<file path="config.mk">
export PLATFORM = sky130hd
export DESIGN_NAME = ysyx_23060025_axi_rd_arbiter_flat
export DESIGN_NICKNAME = d
export VERILOG_FILES = /design/src/rtl/ysyx_23060025_axi_rd_arbiter_if.sv /design/src/rtl/ysyx_23060025_axi_rd_arbiter.sv /design/src/flat_wrapper.sv
export SDC_FILE = /design/constraint.sdc
export NUM_CORES = 1
export LEC_CHECK = 0
export CORE_AREA = 2 2 100 102
export DETAILED_ROUTE_END_ITERATION = 8
export DIE_AREA = 0 0 102 104
export PLACE_DENSITY = 0.64
export SLEW_MARGIN = 20
export SYNTH_ARGS = -nofsm -noshare
export SYNTH_HDL_FRONTEND = slang
export SYNTH_SLANG_ARGS = --single-unit
export TNS_END_PERCENT = 1
</file>
<file path="constraint.sdc">
create_clock -name clock -period 4.2 [get_ports clock]
set_clock_uncertainty 0.2 [all_clocks]
set_input_delay 0.84 -clock clock [delete_from_list [all_inputs] [get_ports clock]]
set_output_delay 0.84 -clock clock [all_outputs]
set_load 0.1 [all_outputs]
</file>
<file path="src/rtl/ysyx_23060025_axi_rd_arbiter_if.sv">
// One AXI4 read-address/read-data channel pair, reused for the icache,
// LSU and upstream sides of the read arbiter.
interface ysyx_23060025_axi_rd_arbiter_if #(
    parameter int ADDR_LEN = 32,
    parameter int DATA_LEN = 32
);
    logic [ADDR_LEN-1:0] araddr;
    logic [7:0]          arlen;
    logic [2:0]          arsize;
    logic [1:0]          arburst;
    logic                arvalid;
    logic                arready;
    logic [DATA_LEN-1:0] rdata;
    logic [1:0]          rresp;
    logic                rlast;
    logic                rvalid;
    logic                rready;

    modport master (
        output araddr, arlen, arsize, arburst, arvalid, rready,
        input  arready, rdata, rresp, rlast, rvalid
    );

    modport slave (
        input  araddr, arlen, arsize, arburst, arvalid, rready,
        output arready, rdata, rresp, rlast, rvalid
    );
endinterface

</file>
<file path="src/rtl/ysyx_23060025_axi_rd_arbiter.sv">
// Round-robin merge of the icache and LSU AXI4 read masters, one read in flight.
// Optional read watchdog: define YSYX_23060025_ARB_TIMEOUT_EN.
module ysyx_23060025_axi_rd_arbiter #(
    parameter int          ADDR_LEN      = 32,
    parameter int          DATA_LEN      = 32,
    parameter int unsigned TIMEOUT_LIMIT = 1024
) (
    input  logic clock,
    input  logic reset,
    ysyx_23060025_axi_rd_arbiter_if.slave  inst,
    ysyx_23060025_axi_rd_arbiter_if.slave  data,
    ysyx_23060025_axi_rd_arbiter_if.master out,
    output logic timeout_err_o
);

    localparam logic [2:0] IDLE = 3'd0;
    localparam logic [2:0] I_AR = 3'd1;
    localparam logic [2:0] I_R  = 3'd2;
    localparam logic [2:0] D_AR = 3'd3;
    localparam logic [2:0] D_R  = 3'd4;

    localparam logic GNT_INST = 1'b0;
    localparam logic GNT_DATA = 1'b1;

    logic [2:0] state_q, state_d;
    logic       last_grant_q, last_grant_d;
    logic       is_inst;
    logic       ar_hs;
    logic       r_hs;
    logic       to_q, to_d;

    assign is_inst = (state_q == I_AR) || (state_q == I_R);
    assign ar_hs   = out.arvalid && out.arready;
    assign r_hs    = out.rvalid && out.rready;

    // Only the interface fields this block never consumes.
    logic unused_ok;
    assign unused_ok = ^{inst.arburst, data.arlen, data.arburst,
                         TIMEOUT_LIMIT[0]};

`ifdef YSYX_23060025_ARB_TIMEOUT_EN
    localparam int CNT_W = $clog2(TIMEOUT_LIMIT + 1);

    logic [CNT_W-1:0]    cnt_q, cnt_d;
    logic                err_q, err_d;
    logic [ADDR_LEN-1:0] addr_q, addr_d;
    logic                busy;

    assign busy = (state_q != IDLE);

    always_comb begin
        cnt_d  = cnt_q;
        to_d   = to_q;
        err_d  = err_q;
        addr_d = addr_q;
        if (state_q == IDLE && state_d == I_AR)
            addr_d = inst.araddr;
        else if (state_q == IDLE && state_d == D_AR)
            addr_d = data.araddr;
        if (to_q) begin
            if (state_d == IDLE)
                to_d = 1'b0;
        end else if (state_d != state_q && state_d != IDLE) begin
            cnt_d = '0;
        end else if (busy) begin
            cnt_d = cnt_q + 1'b1;
            if (cnt_q == CNT_W'(TIMEOUT_LIMIT - 1)) begin
                to_d  = 1'b1;
                err_d = 1'b1;
            end
        end
    end

    always_ff @(posedge clock) begin
        if (reset) begin
            cnt_q  <= '0;
            to_q   <= 1'b0;
            err_q  <= 1'b0;
            addr_q <= '0;
        end else begin
            cnt_q  <= cnt_d;
            to_q   <= to_d;
            err_q  <= err_d;
            addr_q <= addr_d;
        end
    end

`ifndef SYNTHESIS
    always_ff @(posedge clock) begin
        if (!reset && !to_q && to_d)
            $display("axi_rd_arbiter: read timeout master=%s addr=0x%h",
                     is_inst ? "inst" : "data", addr_q);
    end
`endif

    assign timeout_err_o = err_q;
`else
    assign to_q          = 1'b0;
    assign to_d          = 1'b0;
    assign timeout_err_o = 1'b0;
`endif

    always_comb begin
        state_d      = state_q;
        last_grant_d = last_grant_q;
        unique case (state_q)
            IDLE: begin
                if (inst.arvalid && data.arvalid) begin
                    if (last_grant_q == GNT_DATA) begin
                        state_d      = I_AR;
                        last_grant_d = GNT_INST;
                    end else begin
                        state_d      = D_AR;
                        last_grant_d = GNT_DATA;
                    end
                end else if (inst.arvalid) begin
                    state_d      = I_AR;
                    last_grant_d = GNT_INST;
                end else if (data.arvalid) begin
                    state_d      = D_AR;
                    last_grant_d = GNT_DATA;
                end
            end
            I_AR: if (ar_hs) state_d = I_R;
            I_R:  if (r_hs && out.rlast) state_d = IDLE;
            D_AR: if (ar_hs) state_d = D_R;
            D_R:  if (r_hs) state_d = IDLE;
            default: state_d = IDLE;
        endcase
        // The synthetic error beat ends the transaction on the master's rready.
        if (to_q) begin
            state_d = state_q;
            if (is_inst ? inst.rready : data.rready)
                state_d = IDLE;
        end
    end

    always_ff @(posedge clock) begin
        if (reset) begin
            state_q      <= IDLE;
            last_grant_q <= GNT_DATA;
        end else begin
            state_q      <= state_d;
            last_grant_q <= last_grant_d;
        end
    end

    always_comb begin
        out.araddr   = '0;
        out.arlen    = 8'd0;
        out.arsize   = 3'd0;
        out.arburst  = 2'b01;
        out.arvalid  = 1'b0;
        out.rready   = 1'b0;
        inst.arready = 1'b0;
        inst.rdata   = '0;
        inst.rresp   = 2'b00;
        inst.rlast   = 1'b0;
        inst.rvalid  = 1'b0;
        data.arready = 1'b0;
        data.rdata   = '0;
        data.rresp   = 2'b00;
        data.rlast   = 1'b0;
        data.rvalid  = 1'b0;
        unique case (state_q)
            I_AR: begin
                out.araddr   = inst.araddr;
                out.arlen    = inst.arlen;
                out.arsize   = inst.arsize;
                out.arvalid  = inst.arvalid;
                inst.arready = out.arready;
            end
            I_R: begin
                inst.rdata  = out.rdata;
                inst.rresp  = out.rresp;
                inst.rlast  = out.rlast;
                inst.rvalid = out.rvalid;
                out.rready  = inst.rready;
            end
            D_AR: begin
                out.araddr   = data.araddr;
                out.arsize   = data.arsize;
                out.arvalid  = data.arvalid;
                data.arready = out.arready;
            end
            D_R: begin
                data.rdata  = out.rdata;
                data.rresp  = out.rresp;
                data.rlast  = 1'b1;
                data.rvalid = out.rvalid;
                out.rready  = data.rready;
            end
            default: ;
        endcase
        if (to_q) begin
            out.arvalid  = 1'b0;
            out.rready   = 1'b0;
            inst.arready = 1'b0;
            data.arready = 1'b0;
            if (is_inst) begin
                inst.rvalid = 1'b1;
                inst.rresp  = 2'b11;
                inst.rlast  = 1'b1;
                inst.rdata  = '0;
            end else begin
                data.rvalid = 1'b1;
                data.rresp  = 2'b11;
                data.rlast  = 1'b1;
                data.rdata  = '0;
            end
        end
    end

endmodule

</file>
<file path="src/flat_wrapper.sv">
// flat-port wrapper written by rule: the top's interface ports become plain ports
module ysyx_23060025_axi_rd_arbiter_flat 
#(
    parameter int          ADDR_LEN      = 32,
    parameter int          DATA_LEN      = 32,
    parameter int unsigned TIMEOUT_LIMIT = 1024
)
  (clock, reset, timeout_err_o, inst_araddr, inst_arlen, inst_arsize, inst_arburst, inst_arvalid, inst_rready, inst_arready, inst_rdata, inst_rresp, inst_rlast, inst_rvalid, data_araddr, data_arlen, data_arsize, data_arburst, data_arvalid, data_rready, data_arready, data_rdata, data_rresp, data_rlast, data_rvalid, out_araddr, out_arlen, out_arsize, out_arburst, out_arvalid, out_rready, out_arready, out_rdata, out_rresp, out_rlast, out_rvalid);
  ysyx_23060025_axi_rd_arbiter_if #(.ADDR_LEN(ADDR_LEN), .DATA_LEN(DATA_LEN)) inst_i ();
  ysyx_23060025_axi_rd_arbiter_if #(.ADDR_LEN(ADDR_LEN), .DATA_LEN(DATA_LEN)) data_i ();
  ysyx_23060025_axi_rd_arbiter_if #(.ADDR_LEN(ADDR_LEN), .DATA_LEN(DATA_LEN)) out_i ();
  input  logic clock;
  input  logic reset;
  output logic timeout_err_o;
  input wire logic [$bits(inst_i.araddr)-1:0] inst_araddr;
  input wire logic [$bits(inst_i.arlen)-1:0] inst_arlen;
  input wire logic [$bits(inst_i.arsize)-1:0] inst_arsize;
  input wire logic [$bits(inst_i.arburst)-1:0] inst_arburst;
  input wire logic [$bits(inst_i.arvalid)-1:0] inst_arvalid;
  input wire logic [$bits(inst_i.rready)-1:0] inst_rready;
  output wire logic [$bits(inst_i.arready)-1:0] inst_arready;
  output wire logic [$bits(inst_i.rdata)-1:0] inst_rdata;
  output wire logic [$bits(inst_i.rresp)-1:0] inst_rresp;
  output wire logic [$bits(inst_i.rlast)-1:0] inst_rlast;
  output wire logic [$bits(inst_i.rvalid)-1:0] inst_rvalid;
  input wire logic [$bits(data_i.araddr)-1:0] data_araddr;
  input wire logic [$bits(data_i.arlen)-1:0] data_arlen;
  input wire logic [$bits(data_i.arsize)-1:0] data_arsize;
  input wire logic [$bits(data_i.arburst)-1:0] data_arburst;
  input wire logic [$bits(data_i.arvalid)-1:0] data_arvalid;
  input wire logic [$bits(data_i.rready)-1:0] data_rready;
  output wire logic [$bits(data_i.arready)-1:0] data_arready;
  output wire logic [$bits(data_i.rdata)-1:0] data_rdata;
  output wire logic [$bits(data_i.rresp)-1:0] data_rresp;
  output wire logic [$bits(data_i.rlast)-1:0] data_rlast;
  output wire logic [$bits(data_i.rvalid)-1:0] data_rvalid;
  output wire logic [$bits(out_i.araddr)-1:0] out_araddr;
  output wire logic [$bits(out_i.arlen)-1:0] out_arlen;
  output wire logic [$bits(out_i.arsize)-1:0] out_arsize;
  output wire logic [$bits(out_i.arburst)-1:0] out_arburst;
  output wire logic [$bits(out_i.arvalid)-1:0] out_arvalid;
  output wire logic [$bits(out_i.rready)-1:0] out_rready;
  input wire logic [$bits(out_i.arready)-1:0] out_arready;
  input wire logic [$bits(out_i.rdata)-1:0] out_rdata;
  input wire logic [$bits(out_i.rresp)-1:0] out_rresp;
  input wire logic [$bits(out_i.rlast)-1:0] out_rlast;
  input wire logic [$bits(out_i.rvalid)-1:0] out_rvalid;
  assign inst_i.araddr = inst_araddr;
  assign inst_i.arlen = inst_arlen;
  assign inst_i.arsize = inst_arsize;
  assign inst_i.arburst = inst_arburst;
  assign inst_i.arvalid = inst_arvalid;
  assign inst_i.rready = inst_rready;
  assign inst_arready = inst_i.arready;
  assign inst_rdata = inst_i.rdata;
  assign inst_rresp = inst_i.rresp;
  assign inst_rlast = inst_i.rlast;
  assign inst_rvalid = inst_i.rvalid;
  assign data_i.araddr = data_araddr;
  assign data_i.arlen = data_arlen;
  assign data_i.arsize = data_arsize;
  assign data_i.arburst = data_arburst;
  assign data_i.arvalid = data_arvalid;
  assign data_i.rready = data_rready;
  assign data_arready = data_i.arready;
  assign data_rdata = data_i.rdata;
  assign data_rresp = data_i.rresp;
  assign data_rlast = data_i.rlast;
  assign data_rvalid = data_i.rvalid;
  assign out_araddr = out_i.araddr;
  assign out_arlen = out_i.arlen;
  assign out_arsize = out_i.arsize;
  assign out_arburst = out_i.arburst;
  assign out_arvalid = out_i.arvalid;
  assign out_rready = out_i.rready;
  assign out_i.arready = out_arready;
  assign out_i.rdata = out_rdata;
  assign out_i.rresp = out_rresp;
  assign out_i.rlast = out_rlast;
  assign out_i.rvalid = out_rvalid;
  ysyx_23060025_axi_rd_arbiter #(.ADDR_LEN(ADDR_LEN), .DATA_LEN(DATA_LEN), .TIMEOUT_LIMIT(TIMEOUT_LIMIT)) u_core (.clock(clock), .reset(reset), .inst(inst_i), .data(data_i), .out(out_i), .timeout_err_o(timeout_err_o));
endmodule
</file>
==> metrics <==
number of hold buffers added after cts=0; share of the clock period used by the worst path=0.711; height of the die=104 microns; number of flops mapped to enable cells by yosys=0; Achievable Freq=335 MHz; Primary FF master, synth=sky130_fd_sc_hd__dfxtp_1; leading post-synthesis cells by cell area=sky130_fd_sc_hd__and2_1 (42%), sky130_fd_sc_hd__a22o_1 (27%), sky130_fd_sc_hd__dfxtp_1 (6.6%), sky130_fd_sc_hd__buf_2 (2.9%), sky130_fd_sc_hd__buf_4 (1.8%); final worst path period need=2990 ps; routed metal-1 wirelength=2760 microns; synth-to-layout area growth=183%; area of the mapped netlist=1220 sq um; post-cts sizing count=0; total of warnings raised by yosys=0; post-detailed-routing wire length=7220 microns; via count of the first global-routing pass=1,908; share of the yosys chip area belonging to registers=0.0657; average via count per standard cell=3.88; Synth Area in Adders=0; Final Hold Violating Endpoints=0; initial antenna violation count=0; core box area=9550 sq um; setup repair after global routing missed its margin=no; CTS clk-pin slew, worst paths=30 ps; reg-to-reg endpoint=u_core.state_q[1]; maximum fanout along the worst path=37; post-synthesis instance total=172; multiplexer share of the synthesized area=0.0205; maximum single-stage delay on the critical path=590 ps; CTS Root Buffer Type=sky130_fd_sc_hd__clkbuf_8; leading cell types by count after synthesis=sky130_fd_sc_hd__and2_1 (81), sky130_fd_sc_hd__a22o_1 (37), sky130_fd_sc_hd__buf_2 (7); largest family of logic cells by synthesized area=simple AND/OR/NAND/NOR gates; highest metal layer used by the detailed router=met4; routed len/inst=13.6 microns; number of sinks driven by the clock tree=4; worst path cell trace=and3_1 > buf_4 > a22o_1 > buf_4; number of max-capacitance violations reported=0; Std-Cell Rows=36; total of endpoints with negative setup slack in the final report=0; Post-DP HPWL=6070 microns; leakage=1.63 nW; metal3 WL=495 microns; xor-xnor portion of the synthesized cell area=0; Critical Path Most Common Cell=sky130_fd_sc_hd__buf_4; largest net degree at the start of global routing=46; crit path kind=reg -> out; Netlist cell types=30; Cell Area, Placed=3410 sq um; number of buffers added on ports=239; fraction of the mapped netlist area in compound gates=0.306; remaining design rule violation count=0; CTS tree=yes; aggregate global routing overflow=0; Yosys top cell by area=sky130_fd_sc_hd__and2_1; max-slew violation count=0; Worst R2R Start=u_core.state_q[1]; slowest cell on the critical path=sky130_fd_sc_hd__dfxtp_1; global-route wire length before repair=10,200 microns; Filler cells=993; final sum of negative setup slack=0 ps; final antenna-violating net count=0; startpoint of the most critical setup path=u_core.state_q[1]; RePlAce Congestion=0.771; worst r2r path cells=4; Hold/Removal Path Class=reg -> reg; Post-Synth Simple-Gate Area=0.508; P per Cell Area=869 nW/um^2; most frequently used cell type in the post-synthesis netlist=sky130_fd_sc_hd__and2_1; latest clock arrival within the worst-skew pair=220 ps; number of register bits inferred by synthesis=4; family with the most delay on the worst path=buffers and inverters; number of buffers inserted during clock tree synthesis=3; startpoint kind of the worst setup timing path=register; iteration-0 DRC count of the detailed router=72; vias after detailed routing=2,062; starting density of the core=0.128; async set-or-reset flop fraction in the synthesized netlist=0; Setup Buffers After CTS=0; hold wc startpoint=u_core.last_grant_q; signal arrival time at the worst endpoint=1950 ps; total routing usage reported by global routing=0.119; Max IR drop VDD=0.357 mV; share of cells above drive strength 1=0.333; Critical Path End Type=primary output; Worst Path Buf+Inv=2; area of all placed cells without fillers=3450 sq um; number of detailed-route iterations in the first pass=4; CTS Buffer Depth=2; number of top-level pins=255; hold-critical path depth=1; syn_area_per_cell=7.09 sq um; proportion of netlist area held by the largest area contributor=0.416; number of levels in the clock H-tree=1; Die Outline Area=10,600 sq um; Post-layout nets=534; worst-case register-to-register setup slack=2360 ps; count of inserted antenna diode cells=0; required time reported for the critical path endpoint=3160 ps; overall die width=102 microns; hold path endpoint=u_core.last_grant_q; Met2 Wirelength=3900 microns; result of the run=completed
-- sequential cells by signal, summed over array words and instances, names as in the netlist --
name	flops
u_core.last_grant_q	1
u_core.state_q	3
-- layout by cell type, fill, tap and decap left out, drive strengths merged --
cell,instances
buf,123
clkdlybuf4s50,120
and2,81
a22o,37
nor3,5
dfxtp,4
conb,3
clkbuf,3
inv,2
and3,2
nand2,2
nor2b,2
nor2,2
o21ai,2
a221o,1
nand3,1
a211oi,1
a21oi,1
mux2,1
a211o,1
nor3b,1
or4,1
nand2b,1
mux2i,1
a22oi,1
-- cells by family after synthesis --
group,after synthesis
AOI/OAI and AO/OA,44
buffers and inverters,22
DFF,4
muxes,2
other,2
and+or+nand+nor,98
-- worst max path at each step --
stage	endpoint	cells past startpoint
2_1_floorplan	data_rdata[23]	4
3_3_place_gp	data_rvalid	3
3_5_place_dp	data_rvalid	3
4_1_cts	out_arsize[2]	4
5_1_grt	out_arsize[2]	4
6_report	out_arsize[2]	4
-- final cells by class --
| cell class | instances | area, sq um | area share |
|---|---|---|---|
| Multi-Input combinational cell | 147 | 1030 | 0.299 |
| Sequential cell | 4 | 80.1 | 0.0232 |
| Clock buffer | 3 | 41.3 | 0.0120 |
| Inverter | 2 | 7.51 | 0.00217 |
| Timing Repair Buffer | 243 | 2120 | 0.615 |
| Tap cell | 133 | 166 | 0.0482 |
-- layer usage --
layer	global-route usage	vias to the layer above
li1	-	1051
met1	0.134	918
met2	0.232	87
met3	0.0195	6
met4	0.0210	0
met5	0	-
-- where the power goes --
group	leakage, nW	switching [mW]	internal, mW
registers	0.0330	0.0302	0.0522
clock network	0.0216	0.0191	0.0610
logic	1.57	2.22	0.622
total	1.63	2.27	0.735
-- metrics by stage --
step	setup WS, ps	std cells	hold WS [ps]	util	total power [mW]
2_1_floorplan	586	173	257	-	2.36
3_3_place_gp	1290	529	270	0.357	2.93
3_5_place_dp	1280	529	281	0.357	2.93
4_1_cts	1210	532	288	0.362	3.01
5_1_grt	1100	532	323	0.362	3.09
6_report	1210	532	292	0.362	3.00
No activity file was read; power rests on OpenSTA's default activity.
